--- src/rtl/ntt_pkg.sv ---
// ntt_pkg: shared constants and types for the NTT coefficient loader.
//   DATA_WIDTH_DEF / Q_DEF / N_DEF : default coefficient width, modulus and transform size
//   TWIDDLE                         : powers of the 4th root of unity (1479) modulo 12289
//   state_e                         : loader FSM states (LOAD, SWEEP)
//   bitrev2                         : 2-bit index bit reversal used for bit-reversed loading
package ntt_pkg;

  localparam int DATA_WIDTH_DEF = 32;
  localparam int Q_DEF          = 12289;
  localparam int N_DEF          = 4;

  // w^0..w^3 for w = 1479, where w^2 == -1 (mod 12289)
  localparam logic [31:0] TWIDDLE [4] = '{32'd1, 32'd1479, 32'd12288, 32'd10810};

  typedef enum logic [0:0] {
    LOAD  = 1'b0,
    SWEEP = 1'b1
  } state_e;

  function automatic logic [1:0] bitrev2(input logic [1:0] k);
    return {k[0], k[1]};
  endfunction

endpackage

--- src/rtl/ntt_mod_reduce.sv ---
// ntt_mod_reduce: single conditional-subtract reduction of an incoming coefficient.
//   value        : raw coefficient
//   reduced      : value if value < Q, value - Q if Q <= value < 2Q, else 0
//   out_of_range : high when value >= 2Q (cannot be fixed by one subtraction)
module ntt_mod_reduce
  import ntt_pkg::*;
#(
  parameter int DATA_WIDTH = DATA_WIDTH_DEF,
  parameter int Q          = Q_DEF
) (
  input  logic [DATA_WIDTH-1:0] value,
  output logic [DATA_WIDTH-1:0] reduced,
  output logic                  out_of_range
);

  // Compare in a widened domain so 2Q never wraps for narrow DATA_WIDTH.
  localparam int EW = DATA_WIDTH + 2;
  localparam logic [EW-1:0] Q1 = EW'(Q);
  localparam logic [EW-1:0] Q2 = EW'(2 * Q);

  logic [EW-1:0] value_ext;
  assign value_ext = {2'b00, value};

  always_comb begin
    reduced      = '0;
    out_of_range = 1'b0;
    if (value_ext < Q1) begin
      reduced = value;
    end else if (value_ext < Q2) begin
      reduced = value - DATA_WIDTH'(Q);
    end else begin
      out_of_range = 1'b1;
    end
  end

endmodule

--- src/rtl/ntt_coeff_loader.sv ---
// ntt_coeff_loader: gathers 4 reduced coefficients, then sweeps the external
// combinational NTT core over output indices 0..3 and streams the results.
//   clk, reset          : rising-edge clock, synchronous active-high reset
//   in_data/valid/ready : upstream coefficient stream (accepted only in LOAD)
//   buf0..buf3          : coefficient slots presented to the core
//   ntt_index           : output index requested from the core (0 in LOAD)
//   core_result         : combinational core answer for (buf0..3, ntt_index)
//   out_data/valid/ready/last : downstream result stream, last marks index 3
//   range_err, err_clear: sticky out-of-range flag and its clear
//   busy                : high while sweeping (mirrors the FSM state)
// Optional build macro NTT_LOADER_BITREV_EN: beat k goes to slot bitrev2(k).
//
// Handshakes: a transfer happens on a rising edge where valid and ready are
// both high; valid never depends on ready, and data is held while valid is
// high and ready is low.
module ntt_coeff_loader
  import ntt_pkg::*;
#(
  parameter int DATA_WIDTH = DATA_WIDTH_DEF,
  parameter int Q          = Q_DEF,
  parameter int N          = N_DEF
) (
  input  logic                  clk,
  input  logic                  reset,
  input  logic [DATA_WIDTH-1:0] in_data,
  input  logic                  in_valid,
  output logic                  in_ready,
  output logic [DATA_WIDTH-1:0] buf0,
  output logic [DATA_WIDTH-1:0] buf1,
  output logic [DATA_WIDTH-1:0] buf2,
  output logic [DATA_WIDTH-1:0] buf3,
  output logic [1:0]            ntt_index,
  input  logic [DATA_WIDTH-1:0] core_result,
  output logic [DATA_WIDTH-1:0] out_data,
  output logic                  out_valid,
  input  logic                  out_ready,
  output logic                  out_last,
  output logic                  range_err,
  input  logic                  err_clear,
  output logic                  busy
);

  localparam logic [0:0] ST_LOAD  = LOAD;
  localparam logic [0:0] ST_SWEEP = SWEEP;
  localparam logic [1:0] LAST_IDX = 2'(N - 1);

  logic [0:0]            state;
  logic [1:0]            load_cnt;
  logic [1:0]            sweep_cnt;
  logic [1:0]            wr_slot;
  logic [DATA_WIDTH-1:0] reduced;
  logic                  out_of_range;
  logic                  beat;
  logic                  capture;

  ntt_mod_reduce #(
    .DATA_WIDTH (DATA_WIDTH),
    .Q          (Q)
  ) u_reduce (
    .value        (in_data),
    .reduced      (reduced),
    .out_of_range (out_of_range)
  );

`ifdef NTT_LOADER_BITREV_EN
  assign wr_slot = bitrev2(load_cnt);
`else
  assign wr_slot = load_cnt;
`endif

  assign in_ready  = (state == ST_LOAD);
  assign busy      = (state == ST_SWEEP);
  assign ntt_index = (state == ST_SWEEP) ? sweep_cnt : 2'd0;
  assign beat      = in_valid && in_ready;
  // A new result may be captured only when the output register is free or draining.
  assign capture   = (state == ST_SWEEP) && (!out_valid || out_ready);

  always_ff @(posedge clk) begin
    if (reset) begin
      state     <= ST_LOAD;
      load_cnt  <= 2'd0;
      sweep_cnt <= 2'd0;
      buf0      <= '0;
      buf1      <= '0;
      buf2      <= '0;
      buf3      <= '0;
      out_data  <= '0;
      out_valid <= 1'b0;
      out_last  <= 1'b0;
      range_err <= 1'b0;
    end else begin
      if (beat) begin
        case (wr_slot)
          2'd0:    buf0 <= reduced;
          2'd1:    buf1 <= reduced;
          2'd2:    buf2 <= reduced;
          default: buf3 <= reduced;
        endcase
        if (load_cnt == LAST_IDX) begin
          state     <= ST_SWEEP;
          load_cnt  <= 2'd0;
          sweep_cnt <= 2'd0;
        end else begin
          load_cnt <= load_cnt + 2'd1;
        end
      end

      if (capture) begin
        out_data  <= core_result;
        out_valid <= 1'b1;
        out_last  <= (sweep_cnt == LAST_IDX);
        if (sweep_cnt == LAST_IDX) begin
          state     <= ST_LOAD;
          sweep_cnt <= 2'd0;
        end else begin
          sweep_cnt <= sweep_cnt + 2'd1;
        end
      end else if (out_ready) begin
        out_valid <= 1'b0;
      end

      // A fresh error takes priority over a simultaneous clear.
      if (beat && out_of_range) begin
        range_err <= 1'b1;
      end else if (err_clear) begin
        range_err <= 1'b0;
      end
    end
  end

endmodule

--- config.mk ---
export PLATFORM = sky130hd
export DESIGN_NAME = ntt_coeff_loader
export DESIGN_NICKNAME = d
export VERILOG_FILES = /design/src/rtl/ntt_pkg.sv /design/src/rtl/ntt_mod_reduce.sv /design/src/rtl/ntt_coeff_loader.sv
export SDC_FILE = /design/constraint.sdc
export NUM_CORES = 1
export LEC_CHECK = 0
export ABC_CLOCK_PERIOD_IN_PS = 2700
export BUFFER_PORTS_ARGS = -buffer_cell sky130_fd_sc_hd__buf_2
export CELL_PAD_IN_SITES_DETAIL_PLACEMENT = 0
export CELL_PAD_IN_SITES_GLOBAL_PLACEMENT = 2
export CORE_ASPECT_RATIO = 2
export CORE_MARGIN = 2
export CORE_UTILIZATION = 27
export DETAILED_ROUTE_END_ITERATION = 7
export PLACE_DENSITY = 0.8
export SKIP_CTS_REPAIR_TIMING = 1
export SYNTH_ARGS = -nofsm -noshare
export SYNTH_HDL_FRONTEND = slang
export SYNTH_SLANG_ARGS = --single-unit
--- constraint.sdc ---
create_clock -name clk -period 2.7 [get_ports clk]
set_input_delay 0.675 -clock clk [delete_from_list [all_inputs] [get_ports clk]]
set_output_delay 0.675 -clock clk [all_outputs]
set_load 0.01 [all_outputs]
# After elaboration in Yosys (flattened, before gate mapping)
# Cells that the tools add are included.
[classes] addsub=3 order_cmp=2 n_eq_ne=4 mux=18 n_bitwise=2 n_reduce_logical=16
[op_table] op="$mux W32" count=2
[op_table] op="$lt A32 B14 Y1 const B" count=1
[op_table] op="$lt A32 B15 Y1 const B" count=1
[op_table] op="$sub A32 B14 Y32 const B" count=1
[op_table] op="$mux W2" count=6
[op_table] op="$mux W1" count=10
[op_table] op="$reduce_and A2 Y1" count=5
[op_table] op="$reduce_bool A2 Y1" count=4
[op_table] op="$eq A2 B2 Y1 const B" count=3
[op_table] op="$add A2 B1 Y2 const B" count=2
[op_table] op="$logic_and A1 B1 Y1" count=3
[op_table] op="$reduce_or A3 Y1" count=1
[op_table] op="$eq A2 B1 Y1 const B" count=1
[op_table] op="$logic_not A2 Y1" count=1
[op_table] op="$not A1 Y1" count=2
[op_table] op="$logic_not A1 Y1" count=1
[op_table] op="$logic_or A1 B1 Y1" count=1
[totals] ff_bits=168 input_bits=69 out_inout_bits=167 wordCells=56

# Longest topological paths before layout
[logic_depth] depth_word=5 depth_mapped=8 mapped_depth_nobuf=8

# Hierarchy
# A second synthesis with hierarchy kept.
[unflattened] hier_cells=869 hier_area_um2=6904.1
[by_module_without_submodules] mod="ntt_coeff_loader" instances=1 cells_per_inst=754 area_each_um2=6154.7 seq_area_each_um2=3363.2
[by_module_without_submodules] mod="ntt_mod_reduce" instances=1 cells_per_inst=115 area_each_um2=749.5 seq_area_each_um2=0.0

# Least setup slack after synthesis
# No wires, ideal clock.
[synth_path] kind="input port to flip-flop" start="input in_data[0]" end="register buf0[15]" setup_ns=0.114 t_arrival_ns=2.263 required_ns=2.586 slack_ns=0.323 stages=8 path_buffers=0 cell_sequence="inv_1 ha_1 nor3b_2 a31oi_1 or3_4 a41oi_4 nor4_4 a21o_1"
[synth_between] elab_chain_cells=3
[synth_rtl] element="start, declared" line="ntt_coeff_loader.sv:25" source="input logic [DATA_WIDTH-1:0] in_data,"
[synth_rtl] element="$sub A32 B14 Y32 or $lt A32 B15 Y1 (tied branches)" line="ntt_mod_reduce.sv:30, ntt_mod_reduce.sv:29"
[synth_rtl] element="$mux W32" line="ntt_mod_reduce.sv:29" source="end else if (value_ext < Q2) begin"
[synth_rtl] element="$mux W32 *" line="ntt_mod_reduce.sv:27" source="if (value_ext < Q1) begin"
[synth_rtl] element="end signal, assigned" line="ntt_coeff_loader.sv:94" source="2'd0: buf0 <= reduced;"
[synth_rtl] element="end, declared" line="ntt_coeff_loader.sv:28" source="output logic [DATA_WIDTH-1:0] buf0,"
# Every way passes the cells marked *; elsewhere a longest branch is shown, timed or not.
# A chain may end at the register's enable or synchronous reset.

# Worst setup path in the final report
[layout_path] start="input in_data[1]" end="register buf0[19]"
# The elaborated chain is that of the path after synthesis.

==> flow_summary.yaml <==
setup_path:
  endpoint_kind: "register"
  crit_chain: "buf_2 > inv_1 > ha_1 > nor3b_2 > a31oi_1 > or3_4 > a41oi_4 > nor4_4 > a21o_1"
  max_stage_delay_ns: 0.52
  crit_arrival_ns: 2.60
  crit_slowest_cell: "nor4_4"
  cp-start-kind: "input pin"
  r2r_slack_ns: 0.65
  cp.required_ns: 3.07
  critPathMaxFanout: 9
  critical_path_class: "input pin to register"
clocking:
  cts-root-buf: "clkbuf_16"
  tritoncts: "done"
  cts_buffers: 17
  clk_pin_slew_ns: 0.07
  cts.htree.levels: 4
  clock_latency_ns: 0.43
  clockBufferDepth: 2
  cts_sinks: 168
power_and_ir_drop:
  pwr-share-seq_pct: 46.0
  p_comb_share_pct: 5.0
  vdd_drop_max_mv: 0.390
  power.switching_w: 0.00127
  p_int_w: 0.00416
  powerDensity_mw_per_mm2: 675
  power_w: 0.00543
  pwr-share-clk_pct: 49.0
  power.leakage_nw: 3.96
  switching_share_pct: 23.3
logic_synthesis:
  synthCells: 595
  ys_seq_elements: 168
  yosys_warnings: 0
  ys_seq_area_share_pct: 58.2
  syn_nets: 671
  syn_avg_cell_area_sq_um: 9.71
  synth_area_sq_mm: 0.00578
  synth_cell_types: 38
cells_and_area:
  drive_gt1_share_pct: 35.9
  register_area_sq_mm: 0.00336
  stdcell_count: 1130
  fin_nets: 923
  multi_input_area_sq_mm: 0.00230
  syn_to_final_growth_pct: 39.1
  fillers: 2233
grt:
  grt_pass1_wl_microns: 27200
  grt_pass1_vias: 4969
  grt-ovfl-total: 0
  track_usage_pct: 15.9
  antenna_found_initial: 2
  grt_max_degree: 47
sta:
  tightest_slew_ns: 0.816
  finalCriticalPeriod_ns: 2.23
  finalSetupTns_ns: 0
  rsz0062_at_grt: "no"
  hold_violations: 0
  fin_crit_sh_pct: 82.7
  maxSlewHeadroom_pct: 45.6
  drv_slew: 0
  setup_viol: 0
  clock_skew_ns: 0.00876
  hold_ws_ns: 0.447
  max_freq_mhz: 448
worst_hold_path:
  hp-class: "register to register"
routing:
  dr.pass1.iters: 4
  wl_per_cell_microns: 15.9
  wl_microns: 17900
  drc: 0
  ant_nets: 0
  via_count: 4972
  routed_via_density: 4.40
  drtIter0Drc: 123
status:
  outcome: "completed"
floorplanning:
  initial_core_util_pct: 27.5
  die_w_microns: 107
  chipHeight_microns: 211
  num_rows: 75
  die_area_sq_mm: 0.0227
  fp.coreArea_sq_mm: 0.0210
  ios: 236
place:
  dp.cells: 1097
  place_hpwl_microns: 13900
  place_congestion: 0.797
  port_buffers: 235
job:
  cap_viol_max_count: 0
## state kept, by name (all words and copies together) (netlist names)
register and count:
out_valid 1, load_cnt 2, buf3 32, busy 1, buf2 32, range_err 1, out_last 1, out_data 32
buf1 32, buf0 32, sweep_cnt 2
## placed cells by master, fill, tap and decap left out, drive strengths merged, types with 12 or more instances in the layout
master | synthesis | final
o21ai | 44 | 44
nor4 | 12 | 12
a21o | 36 | 36
clkbuf | 27 | 17
nor2 | 13 | 13
buf | 1 | 261
a21oi | 53 | 53
and2 | 39 | 39
nand2 | 126 | 126
dfxtp | 168 | 168
## power by group through the flow
stage	Sequential, W	Combinational [W]	Clock (W)
floorplan	0.00255	0.000126	0
global placement	0.00255	0.000277	0
detailed placement	0.00255	0.000276	0
CTS	0.00249	0.000277	0.00273
global route	0.00250	0.000300	0.00282
finish	0.00250	0.000271	0.00266
## critical path, delay by kind of cell
family	cells	cell delay, ns
adder cells (fa/ha/maj)	1	0.18
AND/OR/NAND/NOR	3	0.89
buffers and inverters	2	0.17
AO/OA/AOI/OAI	3	0.67
## final cells by class
cell class | count | area share, %
Antenna cell | 1 | 0.0311
Clock buffer | 17 | 5.29
Clock inverter | 15 | 2.68
Inverter | 6 | 0.280
Multi-Input combinational cell | 393 | 28.6
Sequential cell | 168 | 41.8
Tap cell | 269 | 4.19
Timing Repair Buffer | 261 | 17.1
## worst paths after layout
| kind | start | to | depth (start not counted) |
|---|---|---|---|
| hold reg to reg | buf3[17] | buf3[17] | 1 |
| setup reg to reg | busy | buf0[19] | 5 |
| setup / recovery | in_data[1] | buf0[19] | 9 |
| hold / removal | buf3[17] | buf3[17] | 1 |
## per-layer routing
metal,vias up,track usage (%),share of wire [%],wire length [microns]
met2,142,30.1,56,10000
met3,17,5.12,6.1,1090
li1,2534,-,-,-
met4,2,5.88,1.5,267
met1,2277,15.8,37,6560
met5,-,0,0.089,16
## per-stage QoR
step / instance area, sq um / setup slack (ns) / utilization, %
5_1_grt: 8040 / 0.302 / 38.2
6_report: 8040 / 0.468 / 38.2
4_1_cts: 8030 / 0.456 / 38.2
3_5_place_dp: 7390 / 0.00627 / 35.2
3_3_place_gp: 7390 / 0.0394 / 35.2
2_1_floorplan: 5780 / 0.323 / -
## cells in the mapped netlist
master       n  area [sq um]
nor4_1       6          37.5
o31ai_1      4          30.0
nor4_4       6           128
and2_1      39           244
or3_1        4          25.0
a211oi_1     1          7.51
xor2_1       7          61.3
nand3_1      4          20.0
nor3_1       7          35.0
nand2_1    126           473
a32o_1       4          40.0
a2bb2oi_1    1          8.76
a21o_1      36           270
or2_2        1          6.26
nor2_1      13          48.8
nand3_4      1          17.5
or3_4        1          11.3
clkbuf_1    27           101
nand2b_1     2          12.5
and4_1       1          8.76
dfxtp_1    168          3360
a41oi_4      1          27.5
nor2b_1      2          12.5
o21ai_0     42           210
a41o_1       1          10.0
inv_1        6          22.5
a22oi_1      1          7.51
and3_1       2          12.5
nor3_4       1          16.3
xnor2_1      5          43.8
a311oi_1     4          35.0
a31oi_1      3          18.8
nor3b_2      1          12.5
buf_2        1          5.00
ha_1         7          87.6
a21oi_1     53           265
o21ai_1      2          10.0
nand3b_1     4          30.0
## cell families (layout without fill, tap and decap cells)
family | count (synthesis) | count (layout) | share of synthesized area [%]
adder cells (fa/ha/maj) | 7 | 7 | 1.52
XOR/XNOR | 12 | 12 | 1.82
other | 0 | 1 | 0
flip-flops | 168 | 168 | 58.2
buffers and inverters | 34 | 299 | 2.23
AND/OR/NAND/NOR | 221 | 221 | 19.9
AO/OA/AOI/OAI | 153 | 153 | 16.3
No activity file was read; power rests on OpenSTA's default activity.
